===== src/rtl/kbd_seq_ctrl.sv =====
// PS/2 scan-code sequencer: byte FIFO feeding a make/break/extended parser; outputs register 2 cycles after the strobe.
// i_hold stalls pops only; a strobe arriving while the FIFO is full with no pop is dropped and latches o_overflow.
module kbd_seq_ctrl #(
  parameter int DEPTH       = 4,
  parameter int CNT_W       = 8,
  parameter int TIMEOUT_CYC = 2_000_000
) (
  input  logic             i_clk,
  input  logic             i_rst_n,
  input  logic [7:0]       i_rx_data,
  input  logic             i_rx_valid,
  input  logic             i_hold,
  output logic [7:0]       o_key,
  output logic             o_ext,
  output logic             o_is_press,
  output logic [CNT_W-1:0] o_count,
  output logic             o_key_evt,
  output logic             o_err,
  output logic             o_overflow
);
  localparam int AW = $clog2(DEPTH);
  localparam int TW = $clog2(TIMEOUT_CYC + 1);
  localparam logic [7:0] BRK_CODE = 8'hF0;
  localparam logic [7:0] EXT_CODE = 8'hE0;

  typedef enum logic [1:0] {S_IDLE, S_BRK, S_EXT, S_EXT_BRK} state_t;

  logic [7:0]    r_mem [DEPTH];
  logic [AW:0]   r_wr_ptr;
  logic [AW:0]   r_rd_ptr;
  state_t        r_state;
  logic [TW-1:0] r_tmo;

  logic       w_empty;
  logic       w_full;
  logic       w_pop;
  logic       w_push;
  logic       w_drop;
  logic [7:0] w_byte;
  logic       w_repeat;
  logic       w_rel_match;

  assign w_empty = (r_wr_ptr == r_rd_ptr);
  assign w_full  = (r_wr_ptr[AW-1:0] == r_rd_ptr[AW-1:0]) && (r_wr_ptr[AW] != r_rd_ptr[AW]);
  assign w_pop   = !w_empty && !i_hold;
  // A full FIFO still takes the byte when a pop frees a slot in the same cycle.
  assign w_push  = i_rx_valid && (!w_full || w_pop);
  assign w_drop  = i_rx_valid && w_full && !w_pop;
  assign w_byte  = r_mem[r_rd_ptr[AW-1:0]];

  assign w_repeat    = o_is_press && (o_key == w_byte) && (o_ext == (r_state == S_EXT));
  assign w_rel_match = o_is_press && (o_key == w_byte) && (o_ext == (r_state == S_EXT_BRK));

  always_ff @(posedge i_clk) begin
    if (w_push) r_mem[r_wr_ptr[AW-1:0]] <= i_rx_data;
  end

  always_ff @(posedge i_clk or negedge i_rst_n) begin
    if (!i_rst_n) begin
      r_wr_ptr <= '0;
      r_rd_ptr <= '0;
    end else begin
      if (w_push) r_wr_ptr <= r_wr_ptr + {{AW{1'b0}}, 1'b1};
      if (w_pop)  r_rd_ptr <= r_rd_ptr + {{AW{1'b0}}, 1'b1};
    end
  end

  always_ff @(posedge i_clk or negedge i_rst_n) begin
    if (!i_rst_n) begin
      r_state    <= S_IDLE;
      r_tmo      <= '0;
      o_key      <= 8'h00;
      o_ext      <= 1'b0;
      o_is_press <= 1'b0;
      o_count    <= '0;
      o_key_evt  <= 1'b0;
      o_err      <= 1'b0;
      o_overflow <= 1'b0;
    end else begin
      o_key_evt <= 1'b0;
      o_err     <= 1'b0;
      if (w_drop) o_overflow <= 1'b1;
      if (w_pop) begin
        r_tmo <= '0;
        case (r_state)
          S_IDLE, S_EXT: begin
            if (w_byte == BRK_CODE) begin
              r_state <= (r_state == S_IDLE) ? S_BRK : S_EXT_BRK;
            end else if (w_byte == EXT_CODE) begin
              if (r_state == S_IDLE) begin
                r_state <= S_EXT;
              end else begin
                r_state <= S_IDLE;
                o_err   <= 1'b1;
              end
            end else begin
              r_state <= S_IDLE;
              // Typematic repeats of the held key produce no event.
              if (!w_repeat) begin
                o_key      <= w_byte;
                o_ext      <= (r_state == S_EXT);
                o_is_press <= 1'b1;
                o_count    <= o_count + CNT_W'(1);
                o_key_evt  <= 1'b1;
              end
            end
          end
          default: begin
            r_state <= S_IDLE;
            if (w_byte == BRK_CODE || w_byte == EXT_CODE) begin
              o_err <= 1'b1;
            end else if (w_rel_match) begin
              o_is_press <= 1'b0;
              o_key_evt  <= 1'b1;
            end
          end
        endcase
      end else if (r_state == S_IDLE) begin
        r_tmo <= '0;
      end else if (!i_hold) begin
        if (r_tmo == TW'(TIMEOUT_CYC - 1)) begin
          r_tmo   <= '0;
          r_state <= S_IDLE;
          o_err   <= 1'b1;
        end else begin
          r_tmo <= r_tmo + TW'(1);
        end
      end
    end
  end
endmodule


===== config.mk =====
export PLATFORM = sky130hd
export DESIGN_NAME = kbd_seq_ctrl
export DESIGN_NICKNAME = d
export VERILOG_FILES = /design/src/rtl/kbd_seq_ctrl.sv
export SDC_FILE = /design/constraint.sdc
export NUM_CORES = 1
export LEC_CHECK = 0
export ABC_AREA = 1
export BUFFER_PORTS_ARGS = -buffer_cell sky130_fd_sc_hd__buf_4
export CAP_MARGIN = 40
export CORE_ASPECT_RATIO = 1.2
export CORE_MARGIN = 2
export CORE_UTILIZATION = 45
export CTS_CLUSTER_DIAMETER = 200
export DETAILED_ROUTE_END_ITERATION = 7
export MAX_ROUTING_LAYER = met4
export PLACE_DENSITY_LB_ADDON = 0.2
export SLEW_MARGIN = 10
export SYNTH_ARGS = -nofsm -noshare
export SYNTH_HDL_FRONTEND = slang
export SYNTH_SLANG_ARGS = --single-unit

===== constraint.sdc =====
create_clock -name i_clk -period 1.7 [get_ports i_clk]
set_input_delay 0 -clock i_clk [delete_from_list [all_inputs] [get_ports i_clk]]
set_output_delay 0 -clock i_clk [all_outputs]
set_load 0.1 [all_outputs]

Word level (Yosys, flattened, before mapping):

Memories as Yosys holds them, arrays and structs flattened.
Cells that the tools add are included.

* flip-flop bits (word level): 50
* latch bits: 0
* memory bits (writable): 32
* memory bits (read-only): 0
* input bits: 12
* output and inout port bits: 21
* logic and storage cells: 95
* memories kept: 1

Memory list
* r_mem: words 4, width 8, rd ports 1, clocked after memory_dff 0, write ports 1, line 28 `logic [7:0] r_mem [DEPTH];`

* $add $sub $neg: 4
* $mul: 0
* div/mod/pow operators: 0
* magnitude comparators: 0
* equality and inequality tests: 18
* shifts and indexed selects: 0
* muxes and demuxes: 37
* bitwise gates (word level): 3
* reduce and logical (&&, ||, !) cells: 21

Operator list (number)
* 21-bit two-way mux: 4
* 1-bit two-way mux: 24
* 21-bit by 1-bit adder with 21-bit output (second input constant): 1
* 21-bit == test (second input constant): 1
* 2-bit two-way mux: 9
* 8-bit == test (second input constant): 2
* 8-bit by 1-bit adder with 8-bit output (second input constant): 1
* 8-bit == test: 1
* 1-bit logical AND: 8
* 2-bit != test (second input constant): 4
* 3-bit by 1-bit adder with 3-bit output (second input constant): 2
* 6-bit AND reduction: 1
* 5-bit AND reduction: 1
* 2-bit == test (second input constant): 2
* 1-bit logical NOT: 4
* 2-bit by 1-bit != test with 1-bit output (second input constant): 2
* 2-bit nonzero test: 2
* 3-bit == test: 1
* 3-bit by 1-bit != test with 1-bit output (second input constant): 1
* 1-bit NOT: 3
* 3-bit AND reduction: 1
* 1-bit == test: 2
* 2-bit == test: 1
* 2-bit logical NOT: 1
* other kinds (3): 4

Logic depth before layout (Yosys ltp):

Gate-level depths: netlist of the first run.
An unclocked memory read counts as a cell.

* word-level depth: 9
* depth in mapped cells: 17
* gate-level depth less buffers: 14

Worst setup path before layout of the first run:

Ideal clock, no wire load.

* kind: register to register
* start: reg o_key[7]
* end: reg o_count[4]
* library setup time: 0.126 ns
* arrival time: 1.913 ns
* data required time: 1.574 ns
* slack: -0.338 ns
* stages on the path, launching flop included: 13
* path buffers: 1
* clock period less this slack: 2.038 ns
* cells stage by stage: dfrtp_1 > inv_1 > nand3_1 > nand2_1 > nor2_1 > nand2_1 > nor2_2 > nand3_1 > nand2_2 > buf_6 > nor2_1 > nand2_1 > nand2_1

* word-level cells in the longest chain between the ends: 5

RTL lines
* start: declaration: line 13 `output logic [7:0] o_key,`
* start signal: assignment: line 100 `o_key <= w_byte;`
* 8-bit == test: line 51 `assign w_repeat = o_is_press && (o_key == w_byte) && (o_ext == (r_state == S_EXT));`
* 1-bit logical AND (2 in a row): line 51
* 1-bit NOT (no source line)
* 5-bit AND reduction (no source line)
* end signal: assignment: line 103 `o_count <= o_count + CNT_W'(1);`
* end: declaration: line 16 `output logic [CNT_W-1:0] o_count,`

Every way passes these cells.
A chain may end at the register's enable or synchronous reset.

Worst setup path after layout of the first run:

* start: reg r_rd_ptr[0]
* end: reg o_count[4]

* word-level cells in the longest chain between the ends: 6
* elaborated cells on any way between the ends: 13
* classes of those cells: eq/ne (4); bitwise (3); reduce/logical (5); memory (1)

RTL lines
* start: declaration: line 30 `logic [AW:0] r_rd_ptr;`
* start signal: assignment: line 64 `if (w_pop) r_rd_ptr <= r_rd_ptr + {{AW{1'b0}}, 1'b1};`
* memory read 4 x 8 bit
* 8-bit == test: line 51
* 1-bit logical AND (2 in a row): line 51
* 1-bit NOT (no source line)
* 5-bit AND reduction (no source line) (*)

Every way passes the cells marked *; elsewhere a longest branch is shown, timed or not.

==> flow_summary.json, run 1 <==
{
  "status": "complete, but fails checks",
  "violations": "negative setup slack",
  "htreeDepth": 3,
  "grt_use_total_pct": 20.7,
  "setup_viol": 33,
  "synth_nets": 447,
  "rsz0062_at_grt": "yes",
  "powerDensity_mw_per_mm2": 1750,
  "critPathMaxFanout": 6,
  "synthToLayoutAreaGrowth_pct": 44.1,
  "critPathLaunchType": "flip-flop",
  "ios": 33,
  "dr.pass1.iters": 4,
  "grt_pass1_vias": 3317,
  "grt-ovfl-total": 0,
  "final_antenna_net_count": 0,
  "start_util_pct": 46.2,
  "clk_latency_ns": 0.37,
  "syn_inst": 428,
  "vias": 3361,
  "drc": 0,
  "final_common_cell": "nand2_1",
  "finalWirelength_um": 9180,
  "worst_pin_slew_ns": 0.621,
  "die_w_um": 89.6,
  "ys.warnings.count": 0,
  "finalCritPeriodShare_pct": 113,
  "antenna_found_initial": 0,
  "diodes": 0,
  "fin_util_pct": 66.6,
  "tritoncts.num_buffers": 9,
  "die-area_mm2": 0.00957,
  "grt_start_max_net_pins": 51,
  "wl_per_cell_um": 13.8,
  "port_buffers": 32,
  "max_freq_mhz": 520,
  "ys_seq_elements": 82,
  "drive_gt1_share_pct": 40.9,
  "crit_type": "flip-flop to flip-flop",
  "synthArstFlopShare_pct": 61.0,
  "hold_violations": 0,
  "n_fill_cell": 665,
  "hold_class": "input port to asynchronous set/reset pin",
  "final_cells": 665,
  "max_cap_violations": 0,
  "synth_flop_cell": "dfrtp_1",
  "synthDistinctLibCells": 36,
  "avgSynthCellArea_um2": 9.25,
  "fin_nets": 562,
  "clockBufferDepth": 2,
  "via_per_inst": 5.05,
  "slew_viol_final": 0,
  "fp-row-count": 37,
  "period_needed_ns": 1.92,
  "die_h_um": 107,
  "synthesis.area_mm2": 0.00396,
  "drtIter0Drc": 179,
  "yosysSeqAreaShare_pct": 55.9,
  "clkTransAtPathRegs_ns": 0.09,
  "place_inst": 618,
  "cp-end-kind": "flip-flop",
  "core_area_mm2": 0.00856,
  "clkSinkCount": 82,
  "hpwl_um": 6120,
  "cts_tree": "built",
  "leakagePower_uw": 0.00247,
  "slew_headroom_pct": 58.6,
  "grt_first_pass_wirelength_um": 14900,
  "final_cell_mix": "nand2_1 (88), buf_4 (79), dfrtp_1 (37), inv_1 (36), edfxtp_1 (32)",
  "timing.final.ws_setup_ns": -0.224,
  "synth_edf_count": 32,
  "clock_skew_ns": 0.0130,
  "clockRootBuffer": "clkbuf_8",
  "required_ns": 1.95,
  "gp_congestion": 0.943,
  "arrival_ns": 2.17,
  "holdWs_ns": 0.185,
  "peakVddDrop_mv": 1.15,
  "pre_cts_ws_ns": -0.228
}
[stage by stage]
| stage | cell area, um2 | total power [uW] | setup TNS, ns |
|---|---|---|---|
| 5_1_grt | 5700 | 10500 | -8.76 |
| 3_3_place_gp | 4710 | 7320 | -5.85 |
| 2_1_floorplan | 3990 | 6050 | -0.961 |
| 3_5_place_dp | 4710 | 7380 | -6.79 |
| 4_1_cts | 5350 | 9500 | -2.29 |
| 6_report | 5700 | 9980 | -4.37 |
[path summary, 6_finish.rpt]
kind                         startpoint     endpoint  slack (ns)  cells past startpoint
min reg2reg                  o_overflow   o_overflow        0.48                      1
min                             i_rst_n   o_count[5]        0.18                      2
min in group i_clk         i_rx_data[1]  r_mem[2][1]        0.38                      2
max reg2reg                 r_rd_ptr[0]   o_count[4]       -0.22                     15
max in group asynchronous       i_rst_n  r_rd_ptr[0]        1.05                      2
max                         r_rd_ptr[0]   o_count[4]       -0.22                     15
[worst max-delay path, cell delays in order (launching register included)]
cell     delay (ns)
dfrtp_2        0.49
buf_6          0.16
nand2_2        0.05
nand3_2        0.10
nand2_1        0.09
nand2_1        0.09
nand2_1        0.06
nor2_1         0.10
nand2_1        0.07
nor2_2         0.11
nand3_2        0.11
nand2_4        0.12
buf_6          0.12
nor2_1         0.04
nand2_1        0.06
nand2_1        0.04
[logic make-up after synthesis]
group	synth area share (%)
flops	55.9
simple gates	24.7
xor+xnor	5.09
fa+ha+maj	2.21
compound gates	6.10
buf+inv	6.04
[power by group]
part | internal [uW] | leakage, uW | switching [uW]
logic | 1980 | 0.00143 | 3500
clock network | 835 | 0.000104 | 728
registers | 2540 | 0.000933 | 392
total | 5360 | 0.00247 | 4620
[per-layer routing]
| metal | routed length (um) | vias to the layer above | track usage (%) |
|---|---|---|---|
| met1 | 3690 | 1620 | 23.5 |
| met5 | 0 | - | - |
| met2 | 4910 | 62 | 34.7 |
| met4 | 280 | 0 | 8.32 |
| li1 | - | 1650 | - |
| met3 | 288 | 29 | 5.00 |
[state kept, by name, indices dropped and copies added (netlist names)]
signal      cells
r_wr_ptr        3
r_tmo          21
o_err           1
o_ext           1
r_state         2
r_rd_ptr        3
o_key_evt       1
o_count         8
r_mem          32
o_is_press      1
o_overflow      1
o_key           8
[timing repair]
action,in CTS,in global routing
cloned,2,1
hold endpoints to repair,88,0
hold buffers,11,0
setup endpoints to repair,73,76
pin swaps,14,16
gates resized for setup,63,65
buffers inserted,9,9
[cell type report]
cell class              instances  area (um2)  area share (%)
flip-flops and latches         82        2230            39.1
multi-input cells             293        1930            33.9
repair buffers                111         988            17.3
inverters                      45         183            3.20
well taps                     117         146            2.57
clock buffers                  10         128            2.24
clock inverters                 6        91.3            1.60
repair inverters                1        6.26           0.110
[cell usage after synthesis (all sizes together) (2+ instances only)]
master  number  area [um2]
edfxtp      32         961
nand4        9        56.3
ha           7        87.6
nor4         5        31.3
xnor2       10        87.6
nand2      117         447
a21oi       10        53.8
nand3       37         205
dfrtp       50        1250
nor2        39         154
o21a         2        15.0
o21ai       21         105
nor3        10        55.1
buf          7        63.8
xor2        13         114
inv         45         171
o22ai        2        12.5
nand3b       3        22.5
Power figures use the tool's default switching activity.
==> run 2, diff against run 1 <==
Settings changed: CELL_PAD_IN_SITES_DETAIL_PLACEMENT from default to 1, CELL_PAD_IN_SITES_GLOBAL_PLACEMENT from default to 1, CORE_UTILIZATION 45 to 41.
==> run 2 against run 1 <==
- the flow still finishes with violations (negative setup slack)
- worst hold slack gained 0.048 ns
- sequential power is essentially flat
- clock power grew 29%
- clock-buffer cell count grew 1
- flip-flop and latch count is the same
- sequential share of layout area shrank 1.3 points
- via count grew 5.7%
- power grew 7.6%
- register-to-register slack lost 0.12 ns
- largest cell class unchanged
- largest power group unchanged
==> flow_summary.json, run 2 (synthesized netlist as in run 1, its figures left out) <==
{
  "peakVddDrop_mv": 1.72,
  "powerDensity_mw_per_mm2": 1820,
  "final_antenna_net_count": 0,
  "start_util_pct": 41.8,
  "slowest_delay_ns": 0.48,
  "arrival_ns": 2.29,
  "leakagePower_uw": 0.00254,
  "hpwl_um": 7500,
  "synthToLayoutAreaGrowth_pct": 49.0,
  "die-area_mm2": 0.0105,
  "grt_start_max_net_pins": 51,
  "clk_latency_ns": 0.34,
  "clkSinkCount": 82,
  "via_per_inst": 5.22,
  "grt_pass1_vias": 3825,
  "grt-ovfl-total": 0,
  "slew_viol_final": 0,
  "critPathLaunchType": "flip-flop",
  "fin_nets": 572,
  "dr.pass1.iters": 4,
  "grt_use_total_pct": 23.1,
  "timing.final.ws_setup_ns": -0.349,
  "wl_per_cell_um": 18.0,
  "htreeDepth": 3,
  "final_cell_mix": "buf_4 (93), nand2_1 (88), inv_1 (37), dfrtp_1 (37), edfxtp_1 (32)",
  "critPathMaxFanout": 8,
  "worst-path-buf-inv": 3,
  "crit_type": "flip-flop to flip-flop",
  "crit_path_cell_trace": "buf_6 -> nand2_1 -> nand3_2 -> nand3_1 -> nand2_1 -> nor2_1 -> nand2_1 -> nor2_2 -> nand3_2 -> nand2_4 -> buf_12 -> inv_2 -> nand2_1 -> nand2_1",
  "pre_cts_ws_ns": -0.257,
  "fin_util_pct": 62.3,
  "drc": 0,
  "drive_gt1_share_pct": 42.1,
  "setup_viol": 79,
  "clock_skew_ns": 0.00675,
  "slew_headroom_pct": 55.0,
  "drtIter0Drc": 77,
  "max_cap_violations": 0,
  "use_met1_pct": 24.1,
  "status": "complete, but fails checks",
  "cp-end-kind": "flip-flop",
  "n_fill_cell": 1054,
  "violations": "negative setup slack",
  "clkTransAtPathRegs_ns": 0.07,
  "diodes": 0,
  "finalCritPeriodShare_pct": 121,
  "clockRootBuffer": "clkbuf_16",
  "cts_tree": "built",
  "port_buffers": 32,
  "gp_congestion": 0.799,
  "finalPower_uw": 10700,
  "required_ns": 1.94,
  "core_area_mm2": 0.00947,
  "fp-row-count": 39,
  "die_h_um": 112,
  "use_met2_pct": 42.0,
  "die_w_um": 93.7,
  "cp_common_cell": "nand2_1",
  "clockBufferDepth": 2,
  "ios": 33,
  "largest_reg_flops": 32,
  "final_common_cell": "buf_4",
  "grt_first_pass_wirelength_um": 18100,
  "path_delay_family": "simple AND/OR/NAND/NOR gates",
  "met3_usage_pct": 3.11,
  "antenna_found_initial": 0,
  "hold_violations": 0,
  "finalWirelength_um": 12300,
  "vias": 3553,
  "hold_class": "input port to asynchronous set/reset pin",
  "max_freq_mhz": 488,
  "tritoncts.num_buffers": 9,
  "grt-busiest-layer": "met2",
  "period_needed_ns": 2.05,
  "rsz0062_at_grt": "yes",
  "worst_pin_slew_ns": 0.675,
  "crit_slowest_cell": "dfrtp_2"
}
run 2: cell types whose count changed in the layout (fill, tap and decap cells not counted), sizes merged:
cell / change
buf: +11
bufinv: -2
clkbuf: +1
run 2: report_power, final:
group / switching [uW] / internal (uW)
Combinational: 3700 / 2040
Sequential: 419 / 2550
Clock: 839 / 1180
Total: 4960 / 5770
run 2: final cells by class:
| cell class | count | area, um2 | area share, % |
|---|---|---|---|
| inverters | 45 | 188 | 3.18 |
| multi-input cells | 293 | 1920 | 32.6 |
| well taps | 123 | 154 | 2.61 |
| repair buffers | 122 | 1090 | 18.5 |
| clock inverters | 5 | 41.3 | 0.700 |
| flip-flops and latches | 82 | 2230 | 37.8 |
| clock buffers | 11 | 275 | 4.67 |
run 2: stage by stage:
step | cells | hold slack [ns] | cell area [um2] | TNS (ns)
after floorplan | 428 | -0.296 | 3990 | -0.961
after global placement | 635 | 0.0790 | 4790 | -6.39
after detailed placement | 635 | 0.0821 | 4790 | -9.55
after CTS | 673 | 0.260 | 5540 | -6.01
after global routing | 681 | 0.291 | 5900 | -24.80
final | 681 | 0.232 | 5900 | -15.33
run 2: path summary, 6_finish.rpt:
kind	start	endpoint	slack [ns]	depth (start not counted)
worst max-delay path	r_rd_ptr[0]	o_count[3]	-0.35	14
worst min-delay path	i_rst_n	o_count[7]	0.23	2
worst max register to register	r_rd_ptr[0]	o_count[3]	-0.35	14
worst min register to register	o_overflow	o_overflow	0.48	1
max in group asynchronous	i_rst_n	r_rd_ptr[0]	0.96	2
min in group i_clk	i_rx_data[7]	r_mem[2][7]	0.41	2
run 2: repair_timing:
action	in CTS	in global routing
hold buffers	11	0
gates resized for setup	59	73
setup endpoints to repair	74	77
cloned	2	1
hold endpoints to repair	85	0
setup buffers	10	9
pin swaps	13	29
run 2: routing by layer:
layer  up-vias  routed length (um)
met5         -                   0
met1      1791                4570
met2        62                6940
li1       1663                   -
met4         0                 419
met3        37                 335
